<file path="config.mk">
export PLATFORM = sky130hd
export DESIGN_NAME = pc_next_unit
export DESIGN_NICKNAME = d
export VERILOG_FILES = /design/src/rtl/pc_next_unit.sv
export SDC_FILE = /design/constraint.sdc
export NUM_CORES = 1
export LEC_CHECK = 0
export BUFFER_PORTS_ARGS = -buffer_cell sky130_fd_sc_hd__buf_2
export CAP_MARGIN = 0
export CORE_MARGIN = 8
export CORE_UTILIZATION = 50
export DETAILED_ROUTE_END_ITERATION = 10
export PLACE_DENSITY_LB_ADDON = 0.05
export RECOVER_POWER = 25
export SLEW_MARGIN = 5
export SYNTH_ARGS = -nofsm -noshare
export SYNTH_HDL_FRONTEND = slang
export SYNTH_SLANG_ARGS = --single-unit
</file>
<file path="constraint.sdc">
create_clock -name clk_i -period 11 [get_ports clk_i]
set_input_delay 0 -clock clk_i [delete_from_list [all_inputs] [get_ports clk_i]]
set_output_delay 0 -clock clk_i [all_outputs]
set_load 0.005 [all_outputs]
</file>
<file path="src/rtl/pc_next_unit.sv">
// Program-counter stage: holds the PC, forms sequential/branch/jump/register targets,
// picks the next PC by fixed priority and keeps a circular return-address stack.
module pc_next_unit #(
    parameter int unsigned      WIDTH     = 32,
    parameter int unsigned      INDEX_W   = 26,
    parameter logic [WIDTH-1:0] RESET_PC  = '0,
    parameter int unsigned      RAS_DEPTH = 4
) (
    input  logic               clk_i,
    input  logic               reset_i,
    input  logic               stall_i,
    input  logic               branch_taken_i,
    input  logic [15:0]        branch_imm_i,
    input  logic               jump_i,
    input  logic               link_i,
    input  logic               jr_i,
    input  logic               ret_i,
    input  logic [INDEX_W-1:0] instr_index_i,
    input  logic [WIDTH-1:0]   jr_target_i,
    output logic [WIDTH-1:0]   pc_o,
    output logic [WIDTH-1:0]   pc_plus4_o,
    output logic               ras_empty_o,
    output logic               ras_full_o
);

    localparam int unsigned PtrW = $clog2(RAS_DEPTH);
    localparam int unsigned CntW = $clog2(RAS_DEPTH + 1);
    // Keeps the PC bits above the instruction-index field for jump targets.
    localparam logic [WIDTH-1:0] JmpMask = {WIDTH{1'b1}} << (INDEX_W + 2);

    logic [WIDTH-1:0] pc_q, pc_d;
    logic [PtrW-1:0]  tp_q, tp_d, tp_inc;
    logic [CntW-1:0]  cnt_q, cnt_d;
    logic [WIDTH-1:0] ras_q [RAS_DEPTH];

    logic [WIDTH-1:0] pc_plus4;
    logic [WIDTH-1:0] imm_ext;
    logic [WIDTH-1:0] br_tgt;
    logic [WIDTH-1:0] jmp_tgt;
    logic [WIDTH-1:0] rt_tgt;
    logic             ras_empty;
    logic             ras_full;
    logic             push;
    logic             pop;

    assign pc_plus4  = pc_q + WIDTH'(4);
    assign imm_ext   = WIDTH'($signed(branch_imm_i));
    assign br_tgt    = pc_plus4 + (imm_ext << 2);
    assign jmp_tgt   = (pc_plus4 & JmpMask) | (WIDTH'(instr_index_i) << 2);
    assign ras_empty = (cnt_q == '0);
    assign ras_full  = (cnt_q == CntW'(RAS_DEPTH));
    assign rt_tgt    = ras_empty ? jr_target_i : ras_q[tp_q];
    assign tp_inc    = tp_q + PtrW'(1);

    // ret outranks jr and jump, so a JAL is only pushed when neither is present.
    assign push = jump_i && link_i && !ret_i && !jr_i;
    assign pop  = ret_i && !ras_empty;

    always_comb begin
        pc_d  = pc_plus4;
        tp_d  = tp_q;
        cnt_d = cnt_q;
        if (ret_i) begin
            pc_d = rt_tgt;
        end else if (jr_i) begin
            pc_d = jr_target_i;
        end else if (jump_i) begin
            pc_d = jmp_tgt;
        end else if (branch_taken_i) begin
            pc_d = br_tgt;
        end
        if (push) begin
            tp_d = tp_inc;
            if (!ras_full) begin
                cnt_d = cnt_q + CntW'(1);
            end
        end else if (pop) begin
            tp_d  = tp_q - PtrW'(1);
            cnt_d = cnt_q - CntW'(1);
        end
    end

    always_ff @(posedge clk_i) begin
        if (reset_i) begin
            pc_q  <= RESET_PC;
            tp_q  <= '0;
            cnt_q <= '0;
        end else if (!stall_i) begin
            pc_q  <= pc_d;
            tp_q  <= tp_d;
            cnt_q <= cnt_d;
        end
    end

    // Stack contents need no reset; count alone decides validity.
    always_ff @(posedge clk_i) begin
        if (!reset_i && !stall_i && push) begin
            ras_q[tp_inc] <= pc_plus4;
        end
    end

    assign pc_o        = pc_q;
    assign pc_plus4_o  = pc_plus4;
    assign ras_empty_o = ras_empty;
    assign ras_full_o  = ras_full;

endmodule
</file>
==> metrics, run 1 <==
Reg clk slew, reported paths 70 ps; Die Y-Extent 155 µm; Final Max Tran Viols 35; RSZ-0062 raised after global routing no; Pwr Density 152 nW/µm²; HP Start jr_target_i[6]; H-tree depth 4; initial core utilization 50.4%; total power 1710 µW; Worst EP arrival 5250 ps; ANT nets after route 0; ratio of cells with drive above 1 in the final layout 19.6%; Reg2Reg Setup Slack 6060 ps; clock latency on the worst-skew pair 430 ps; remaining global-route overflow 0; Pre-Repair DR Iteration Count 6; Slew headroom -52.7%; Vias 8060; Die X 155 µm; via count of the first global-routing pass 7917; wire per inst 24.8 µm; maximum root-to-sink buffer count 2; Post-route DRC 0; Detail Placement HPWL 22300 µm; leak pwr 0.00430 µW; failing checks max-capacitance violations, max-slew violations; row cnt 51; max-cap violation count 1; CTS Buf Count 17; Yosys cell types 76; Worst Hold Class input port to register; yosys warns 0; number of flops mapped to enable cells by yosys 128; final WL 32400 µm; CTS tree built; final hold violation count 0; worst slew pin tran 2290 ps; Final nets 1153; Root Buffer clkbuf_16; Final Critical Period 4940 ps; # fillers 1732; initial antenna violation count 0; Hold Path End pc_o[6]; ant diodes 0; flops & latches, synth 167; R2R Path End pc_o[26]; IO Pins 148; Cells after Synth 902; ys flop type edfxtp_1; Core Area 19300 µm²; vias per cell 6.17; clock sinks 167; setup TNS 0 ps; Placer Congestion 0.990; synthesis-to-finish area growth 16.0%; I/O Buffers 147; Crit. End Element register; r2r worst-path depth 14; syn avg cell area 10.8 µm²; Iter 0 DRT Violations 754; CP Max Fanout 8; first-pass GRT wire length 48300 µm; All-Layer GR Usage 26.8%; Worst Hold Depth 5; endpoints failing setup 0; data required time of the worst path 11310 ps; sequential cell area fraction in the yosys report 47.6%; Die ar. 24200 µm²; Synth Cell Area 9720 µm²; VDD IR max 0.103 mV; async set or reset register ratio after synthesis 0%; achievable frequency 203 MHz; PostCTS Resize Cnt 0; crit start category register; largest net degree at the start of global routing 53; Final Cycle Share 44.9%; worst reg2reg startpoint pc_o[7]; Worst Path Class, Setup register to register; Post-Route Skew 9.42 ps; status finished, violations left; Post-Syn Nets 1026
report_power, final:
group / switching [µW] / internal [µW] / total (µW)
clock network: 270 / 342 / 612
logic: 238 / 144 / 381
registers: 21.2 / 698 / 719
cells in the final DEF, fill, tap and decap left out, drive strengths merged, types with 7 or more instances in the layout:
cell / netlist / layout
nand2: 129 / 129
edfxtp: 128 / 128
buf: 17 / 121
a21oi: 54 / 54
nor2: 51 / 51
o21ai: 51 / 51
clkbuf: 42 / 50
ha: 40 / 40
dfxtp: 39 / 39
xnor2: 36 / 36
mux4: 32 / 32
inv: 20 / 26
nand3: 21 / 21
a211oi: 20 / 20
xor2: 19 / 19
nand4: 16 / 16
and3: 16 / 16
dlygate4sd3: 0 / 14
a21o: 13 / 13
o22ai: 12 / 12
mux2i: 10 / 10
o211ai: 10 / 10
a31oi: 8 / 8
a311oi: 8 / 8
a221oi: 8 / 8
or3: 7 / 7
a221o: 7 / 7
and2: 7 / 7
clkinv: 2 / 7
cell type report:
class                           count  area, µm²  share of cell area (%)
Multi-Input combinational cell    654       4760                    42.2
Sequential cell                   167       4630                    41.0
Timing Repair Buffer              167        877                    7.78
Clock buffer                       18        429                    3.81
Tap cell                          265        332                    2.94
Clock inverter                     14        166                    1.48
Inverter                           22       82.6                   0.732
metal layers:
| layer | share of wire [%] | wire, µm | track usage [%] |
|---|---|---|---|
| met3 | 8.0 | 2610 | 5.27 |
| met4 | 2.9 | 941 | 10.3 |
| met2 | 45 | 14600 | 41.5 |
| met1 | 44 | 14200 | 36.7 |
| met5 | 0 | 0 | 0 |
worst max-delay path: stages, from the launching register on:
cell	delay (ps)
dfxtp_1	450
nand4_1	150
nor3_1	710
and2_1	330
nand4_1	140
xnor2_1	740
ha_1	400
a21o_1	200
a21oi_1	140
o21bai_1	130
o31a_1	400
xor2_1	180
a21boi_1	190
o21ai_1	80
dlygate4sd3_1	580
cells by family after synthesis:
family | count (synthesis) | share of synthesized area (%)
compound gates | 236 | 16.6
flops | 167 | 47.6
simple gates | 277 | 13.2
buf+inv | 81 | 3.45
fa+ha+maj | 42 | 5.56
xor+xnor | 55 | 4.96
mux | 44 | 8.68
synthesized netlist by cell type (14+ instances only):
cell type	n	area, µm²
xor2_1	19	166
nor2_1	51	191
o21ai_0	38	190
a211oi_1	18	135
a21oi_1	52	260
inv_1	19	71.3
nand4_1	16	100
ha_1	40	500
nand3_1	21	105
edfxtp_1	128	3840
mux4_2	32	721
clkbuf_1	42	158
dfxtp_1	39	781
xnor2_1	36	315
nand2_1	129	484
and3_1	14	87.6
registers in the layout, summed over array words and instances, names as in the netlist, named ones only:
name / flops
pc_o: 32
cnt_q: 3
ras_q: 128
tp_q: 2
worst max path at each step:
stage,from,to,cells past startpoint
detailed placement,pc_o[2],pc_o[31],15
global route,pc_o[7],pc_o[26],14
global placement,pc_o[11],pc_o[31],14
floorplan,pc_o[11],pc_o[31],17
CTS,pc_o[7],pc_o[26],14
finish,pc_o[7],pc_o[26],14
metrics by stage:
stage	hold slack [ps]	util [%]	worst slack (ps)	cell area (µm²)	cells
floorplan	191	-	7350	9720	902
detailed placement	309	54.9	6770	10600	1261
global placement	319	54.9	6750	10600	1261
finish	13.3	58.5	6060	11300	1307
global route	14.6	58.5	5860	11300	1307
CTS	0.380	58.8	6420	11300	1307
what timing repair did:
action,4_1_cts,5_1_grt
setup buffers,0,0
setup endpoints to repair,0,0
hold buffers,14,0
hold endpoints to repair,12,0
(Power assumes the default switching activity.)
==> run 2, diff against run 1 <==
--- a/config.mk
+++ b/config.mk
@@ -5,6 +5,7 @@
 export SDC_FILE = /design/constraint.sdc
 export NUM_CORES = 1
 export LEC_CHECK = 0
+export ABC_AREA = 1
 export BUFFER_PORTS_ARGS = -buffer_cell sky130_fd_sc_hd__buf_2
 export CAP_MARGIN = 0
 export CORE_MARGIN = 8
==> constraint.sdc (replaced) <==
create_clock -name clk_i -period 4.3 [get_ports clk_i]
set_input_delay 0 -clock clk_i [delete_from_list [all_inputs] [get_ports clk_i]]
set_output_delay 0 -clock clk_i [all_outputs]
set_load 0.005 [all_outputs]
==> run 2 against run 1 <==
  * The run still ends with max-capacitance violations, max-slew violations left
  * Cell count increased by 35%
  * Non-clock buffer count is 38 higher
  * Combinational power rose to 2.5 times the previous value
  * Clock skew grew 5.1 ps
  * Core utilization grew 2.2 points
  * Critical path depth rose by 2
  * Global-route usage increased by 2.4 points
  * Clock-buffer cell count is 1 higher
  * Largest cell class unchanged
  * Largest power group unchanged
  * Highest routed layer unchanged
==> metrics, run 2 <==
status finished, violations left (unchanged); failing checks max-capacitance violations, max-slew violations (unchanged); crit start category register (unchanged); commonest cells after routing, fill and taps aside 256 x nand2_1, 170 x o21ai_0, 160 x nor2_1 (was 129 x nand2_1, 128 x edfxtp_1, 115 x buf_2); ys flop type edfxtp_1 (unchanged); yosys warns 0 (unchanged); Post-Route Skew 14.5 ps (was 9.42 ps); achievable frequency 247 MHz (was 203 MHz); CP Max Fanout 6 (was 8); data required time of the worst path 4630 ps (was 11310 ps); final hold violation count 0 (unchanged); GR Util met2 44.3% (was 41.5%); total power 4390 µW (was 1710 µW); worst slew pin tran 2100 ps (was 2290 ps); Synth Cell Area 10400 µm² (was 9720 µm²); Post-Syn Nets 1433 (was 1026); remaining global-route overflow 0 (unchanged); Detail Placement HPWL 27900 µm (was 22300 µm); Die Y-Extent 160 µm (was 155 µm); clock sinks 167 (unchanged); # fillers 1872 (was 1732); Crit. End Element register (unchanged); endpoints failing setup 0 (unchanged); number of flops mapped to enable cells by yosys 128 (unchanged); row cnt 52 (was 51); most common cell in the netlist nand2_1 (unchanged); ant diodes 0 (unchanged); Synth top cells by count 256 x nand2_1, 170 x o21ai_0, 164 x nor2_1 (was 129 x nand2_1, 128 x edfxtp_1, 52 x a21oi_1); ANT nets after route 0 (unchanged); VDD IR max 0.281 mV (was 0.103 mV); wire per inst 21.7 µm (was 24.8 µm); Core Area 20300 µm² (was 19300 µm²); Reg clk slew, reported paths 80 ps (was 70 ps); Final Max Tran Viols 37 (was 35); Yosys cell types 52 (was 76); Yosys top cell area share 37.1% (was 39.5%); initial core utilization 51.1% (was 50.4%); H-tree depth 4 (unchanged); Worst Hold Class input port to register (unchanged); Post-route DRC 0 (unchanged); Cells after Synth 1309 (was 902); vias per cell 5.81 (was 6.17); syn avg cell area 7.92 µm² (was 10.8 µm²); leading cell type in the layout, fill and taps excluded nand2_1 (unchanged); clock latency on the worst-skew pair 440 ps (was 430 ps); Final Cycle Share 94.3% (was 44.9%); Iter 0 DRT Violations 1123 (was 754); first-pass GRT wire length 57400 µm (was 48300 µm); gr busiest metal met2 (unchanged); initial antenna violation count 0 (unchanged); CTS Buf Count 17 (unchanged); setup bufs post-CTS 0 (unchanged); leak pwr 0.00521 µW (was 0.00430 µW); I/O Buffers 147 (unchanged); sequential cell area fraction in the yosys report 44.6% (was 47.6%); placed cells 1698 (was 1261); max-cap violation count 1 (unchanged); final WL 38200 µm (was 32400 µm); met1 usage 39.7% (was 36.7%); maximum root-to-sink buffer count 2 (unchanged); max reg flops 128 (unchanged); Final Critical Period 4060 ps (was 4940 ps); Root Buffer clkbuf_16 (unchanged); async set or reset register ratio after synthesis 0% (unchanged); Die ar. 25600 µm² (was 24200 µm²); IO Pins 148 (unchanged); post-layout instance count excluding filler cells 1763 (was 1307); Vias 10200 (was 8060); flops & latches, synth 167 (unchanged); Core Util, Final 60.7% (was 58.5%); All-Layer GR Usage 29.2% (was 26.8%); Die X 160 µm (was 155 µm); Pwr Density 356 nW/µm² (was 152 nW/µm²); via count of the first global-routing pass 9447 (was 7917); area leader, netlist edfxtp_1 (unchanged); largest reg by FF count ras_q (unchanged); Slew headroom -40.1% (was -52.7%); Final nets 1604 (was 1153); top cells by area, synth edfxtp_1 37%, nand2_1 9.3%, o21ai_0 8.2% (was edfxtp_1 40%, dfxtp_1 8.0%, mux4_2 7.4%); met3 GRT Util 7.15% (was 5.27%); ratio of cells with drive above 1 in the final layout 13.1% (was 19.6%); Placer Congestion 0.996 (was 0.990); Pre-Repair DR Iteration Count 5 (was 6); Worst EP arrival 4390 ps (was 5250 ps); synthesis-to-finish area growth 18.9% (was 16.0%); largest net degree at the start of global routing 65 (was 53); Worst Path Class, Setup register to register (unchanged); CTS tree built (unchanged)
run 2: changes by cell type in the layout (fill, tap and decap cells not counted), moves of 17 or more:
cell           previous run  this run
nand2_1                 129       256
inv_1                    19       143
a21oi_1                  52        89
dlygate4sd3_1            14        33
a211oi_1                 18         1
nor2_1                   50       160
nand3_1                  21        48
xnor2_1                  36         6
o21ai_0                  38       170
mux4_2                   32         0
run 2: repair_timing:
| action | CTS | global route |
|---|---|---|
| resized for setup | 0 | 6 |
| hold endpoints to repair | 24 | 0 |
| hold buffers | 33 | 0 |
| setup endpoints to repair | 0 | 4 |
run 2: cell families after synthesis:
kind of cell,count (synthesis),synth area share [%]
adder cells (fa/ha/maj),42,5.21
buffers and inverters,200,7.79
AO/OA/AOI/OAI,353,19.2
XOR/XNOR,25,2.11
multiplexers,2,0.193
AND/OR/NAND/NOR,520,20.9
flip-flops,167,44.6
run 2: per-layer routing:
metal | vias up | wire length, µm
met5 | - | 0
met4 | 0 | 1200
met3 | 78 | 3720
met2 | 543 | 16400
met1 | 4788 | 16800
li1 | 4828 | -
run 2: final cells by class:
cell class	instances	area (µm²)	share of cell area, %
Clock buffer	19	464	3.76
Clock inverter	13	150	1.22
Inverter	147	552	4.48
Multi-Input combinational cell	942	4980	40.4
Sequential cell	167	4630	37.5
Tap cell	270	338	2.74
Timing Repair Buffer	205	1220	9.86
run 2: critical path, cell delays in order, from the launching register on:
cell,delay (ps)
dfxtp_1,460
ha_2,290
nand3_2,190
nor2_1,230
xor2_1,320
inv_1,220
ha_1,400
nand2_1,130
o21ai_0,400
a21oi_1,80
nand2_1,200
nand2_1,100
nand3_1,80
nand3_1,140
nand2_1,90
a21oi_1,60
dlygate4sd3_1,560
run 2: per-stage QoR:
step / hold slack (ps) / area [µm²] / worst slack (ps) / setup TNS [ps]
global placement: 287 / 11400 / 564 / 0
global route: 50.3 / 12300 / -2.27 / -2.27
finish: 26.9 / 12300 / 245 / 0
CTS: 3.50 / 12400 / 167 / 0
detailed placement: 288 / 11400 / 542 / 0
floorplan: 156 / 10400 / 1350 / 0
run 2: power by group:
part / total [µW] / internal, µW / switching [µW]
registers: 1840 / 1780 / 56.0
logic: 965 / 317 / 648
clock network: 1590 / 830 / 758
total: 4390 / 2930 / 1460
run 2: final timing paths:
kind                    from       end  slack, ps  cells past startpoint
max                  pc_o[2]  pc_o[24]        240                     16
min          jr_target_i[17]  pc_o[17]         30                      5
max reg2reg          pc_o[2]  pc_o[24]        240                     16
min reg2reg         cnt_q[2]  cnt_q[2]        510                      2
==> run 3, diff against run 2 <==
--- a/config.mk
+++ b/config.mk
@@ -8,6 +8,7 @@
 export ABC_AREA = 1
 export BUFFER_PORTS_ARGS = -buffer_cell sky130_fd_sc_hd__buf_2
 export CAP_MARGIN = 0
+export CORE_ASPECT_RATIO = 1.5
 export CORE_MARGIN = 8
 export CORE_UTILIZATION = 50
 export DETAILED_ROUTE_END_ITERATION = 10
==> run 3 against run 2 <==
  * The flow now finishes without violations
  * Clock skew down 4.8 ps
  * Non-clock buffer count down 8
  * Routed wire length up 1.9%
  * Cell area down 1.1%
  * Via count down 0.52%
  * Setup slack better by 18 ps
  * First-iteration DRC count down 19%
  * Global-route usage up 0.87 points
  * Critical endpoint is now pc_o[31]
==> metrics, run 3 (synthesized netlist as in run 2, its figures left out) <==
setup TNS 0 ps (unchanged); Worst Path Class, Setup register to register (unchanged); synthesis-to-finish area growth 17.6% (was 18.9%); sequential fraction of design power 42.3% (was 41.8%); data required time of the worst path 4630 ps (about the same); HP Start instr_index_i[5] (was jr_target_i[17]); maximum root-to-sink buffer count 2 (unchanged); r2r worst-path depth 23 (was 16); final WL 38900 µm (was 38200 µm); placed cells 1691 (was 1698); row cnt 64 (was 52); setup bufs post-CTS 0 (unchanged); Worst Hold Class input port to register (unchanged); H-tree depth 4 (unchanged); Post-Route Skew 9.72 ps (was 14.5 ps); Worst EP arrival 4360 ps (was 4390 ps); max-cap violation count 0 (was 1); achievable frequency 248 MHz (was 247 MHz); Reg clk slew, reported paths 70 ps (was 80 ps); ratio of cells with drive above 1 in the final layout 13.5% (was 13.1%); VDD IR max 0.246 mV (was 0.281 mV); R2R Path End pc_o[31] (was pc_o[24]); crit start category register (unchanged); Vias 10200 (about the same); remaining global-route overflow 0 (unchanged); Final Max Tran Viols 0 (was 37); I/O Buffers 147 (unchanged); endpoints failing setup 0 (unchanged); Pre-Repair DR Iteration Count 7 (was 5); Logic pwr share 22.0% (about the same); RSZ-0062 raised after global routing no; max reg flops 128 (unchanged); CTS tree built (unchanged); largest reg by FF count ras_q (unchanged); Iter 0 DRT Violations 912 (was 1123); net switching power 1390 µW (was 1460 µW); status complete, no violations (was finished, violations left); leading cell type in the layout, fill and taps excluded nand2_1 (unchanged); Pwr Density 356 nW/µm² (about the same); Final Cell Area 12200 µm² (was 12300 µm²); first-pass GRT wire length 58000 µm (was 57400 µm); Die Y-Extent 192 µm (was 160 µm); Pint 2960 µW (was 2930 µW); ANT nets after route 0 (unchanged); commonest cells after routing, fill and taps aside 257 x nand2_1, 170 x o21ai_0, 159 x nor2_1 (was 256 x nand2_1, 170 x o21ai_0, 160 x nor2_1); final hold violation count 0 (unchanged); clock latency on the worst-skew pair 450 ps (was 440 ps); Final Cycle Share 93.9% (was 94.3%); Final Critical Period 4040 ps (was 4060 ps); wire per inst 22.2 µm (was 21.7 µm); Slew headroom 25.1% (was -40.1%); leak pwr 0.00519 µW (was 0.00521 µW); CP Max Fanout 7 (was 6); Post-route DRC 0 (unchanged); Hold Path End pc_o[7] (was pc_o[17]); initial core utilization 50.8% (was 51.1%); ant diodes 0 (unchanged); Placer Congestion 1.02 (was 0.996); Final nets 1596 (was 1604); Reg2Reg Setup Slack 260 ps (was 240 ps); Detail Placement HPWL 28300 µm (was 27900 µm); Die X 134 µm (was 160 µm); Crit. End Element register (unchanged); IO Pins 148 (unchanged); Core Util, Final 59.7% (was 60.7%); placed cell area 11400 µm² (about the same); # fillers 1929 (was 1872); Clock power frac 35.6% (was 36.2%); Root Buffer clkbuf_16 (unchanged); Worst Hold Depth 3 (was 5); CTS Buf Count 17 (unchanged); vias per cell 5.82 (was 5.81); All-Layer GR Usage 30.1% (was 29.2%); initial antenna violation count 0 (unchanged); largest net degree at the start of global routing 65 (unchanged); worst slew pin tran 1120 ps (was 2100 ps); worst reg2reg startpoint pc_o[17] (was pc_o[2]); post-layout instance count excluding filler cells 1749 (was 1763); clock sinks 167 (unchanged); switching share of power 31.9% (was 33.3%); Core Area 20400 µm² (was 20300 µm²); Die ar. 25700 µm² (was 25600 µm²); via count of the first global-routing pass 9882 (was 9447)
## run 3: cell count changes in the layout (fill, tap and decap cells not counted), sizes merged
cell         before  now
inv             151  152
buf             130  135
dlygate4sd3      33   26
clkbuf           61   53
clkinv            8    7
bufinv            0    2
## run 3: repair_timing
action                                  4_1_cts  5_1_grt
hold endpoints to repair                     20        0
hold buffers                                 26        0
resized for setup                             0        5
endpoints found under the setup margin        0        2
## run 3: worst max path at each step
stage / slack (ps) / to / depth (start not counted) / from
after global routing: 9 / pc_o[31] / 23 / pc_o[7]
after CTS: 280 / pc_o[31] / 19 / pc_o[2]
after global placement: 670 / pc_o[28] / 19 / pc_o[2]
final: 260 / pc_o[31] / 23 / pc_o[17]
after floorplan: 1350 / pc_o[26] / 20 / pc_o[2]
after detailed placement: 670 / pc_o[25] / 20 / pc_o[2]
## run 3: critical path: stages, from the launching register on
cell and delay (ps):
dfxtp_1 530, nand2_1 180, nor2_1 200, nand2_1 120, inv_1 110, nand2_2 90
nor2_1 140, nand2_1 60, o21ai_1 190, inv_1 260, ha_1 370, nand2_1 130
inv_1 50, a21oi_1 190, nand2_1 130, nand2_1 70, nand2_1 60, a21oi_1 140
nand2_1 70, nand3_1 100, nand2_1 60, nand2_1 70, a21oi_2 50, dlygate4sd3_1 550
## run 3: layer usage
metal | up-vias | wire length, µm | global-route usage [%]
li1 | 4800 | - | -
met3 | 95 | 3110 | 5.00
met5 | - | 0 | 0
met2 | 534 | 18600 | 50.0
met4 | 0 | 1880 | 16.1
met1 | 4755 | 15300 | 36.8
## run 3: power by group through the flow
stage / sequential [µW] / clock, µW / combinational (µW)
after global placement: 1870 / 0 / 922
after detailed placement: 1870 / 0 / 927
final: 1840 / 1550 / 958
after global routing: 1840 / 1620 / 1050
after CTS: 1840 / 1560 / 953
after floorplan: 1850 / 0 / 568
## run 3: cell type report
cell class | count | area, µm² | share of cell area, %
tap | 264 | 330 | 2.71
multi-input combinational | 942 | 4980 | 40.8
inverter | 147 | 552 | 4.52
timing repair buffer | 197 | 1120 | 9.17
clock inverter | 15 | 163 | 1.33
sequential | 167 | 4630 | 37.9
clock buffer | 17 | 425 | 3.49
## run 3: per-stage QoR
stage               hold WS, ps  power [µW]  setup slack, ps
floorplan                   156        2420             1350
global placement            287        2790              673
detailed placement          287        2800              674
CTS                        15.0        4350              279
global route               13.3        4510             8.58
finish                     16.9        4340              263
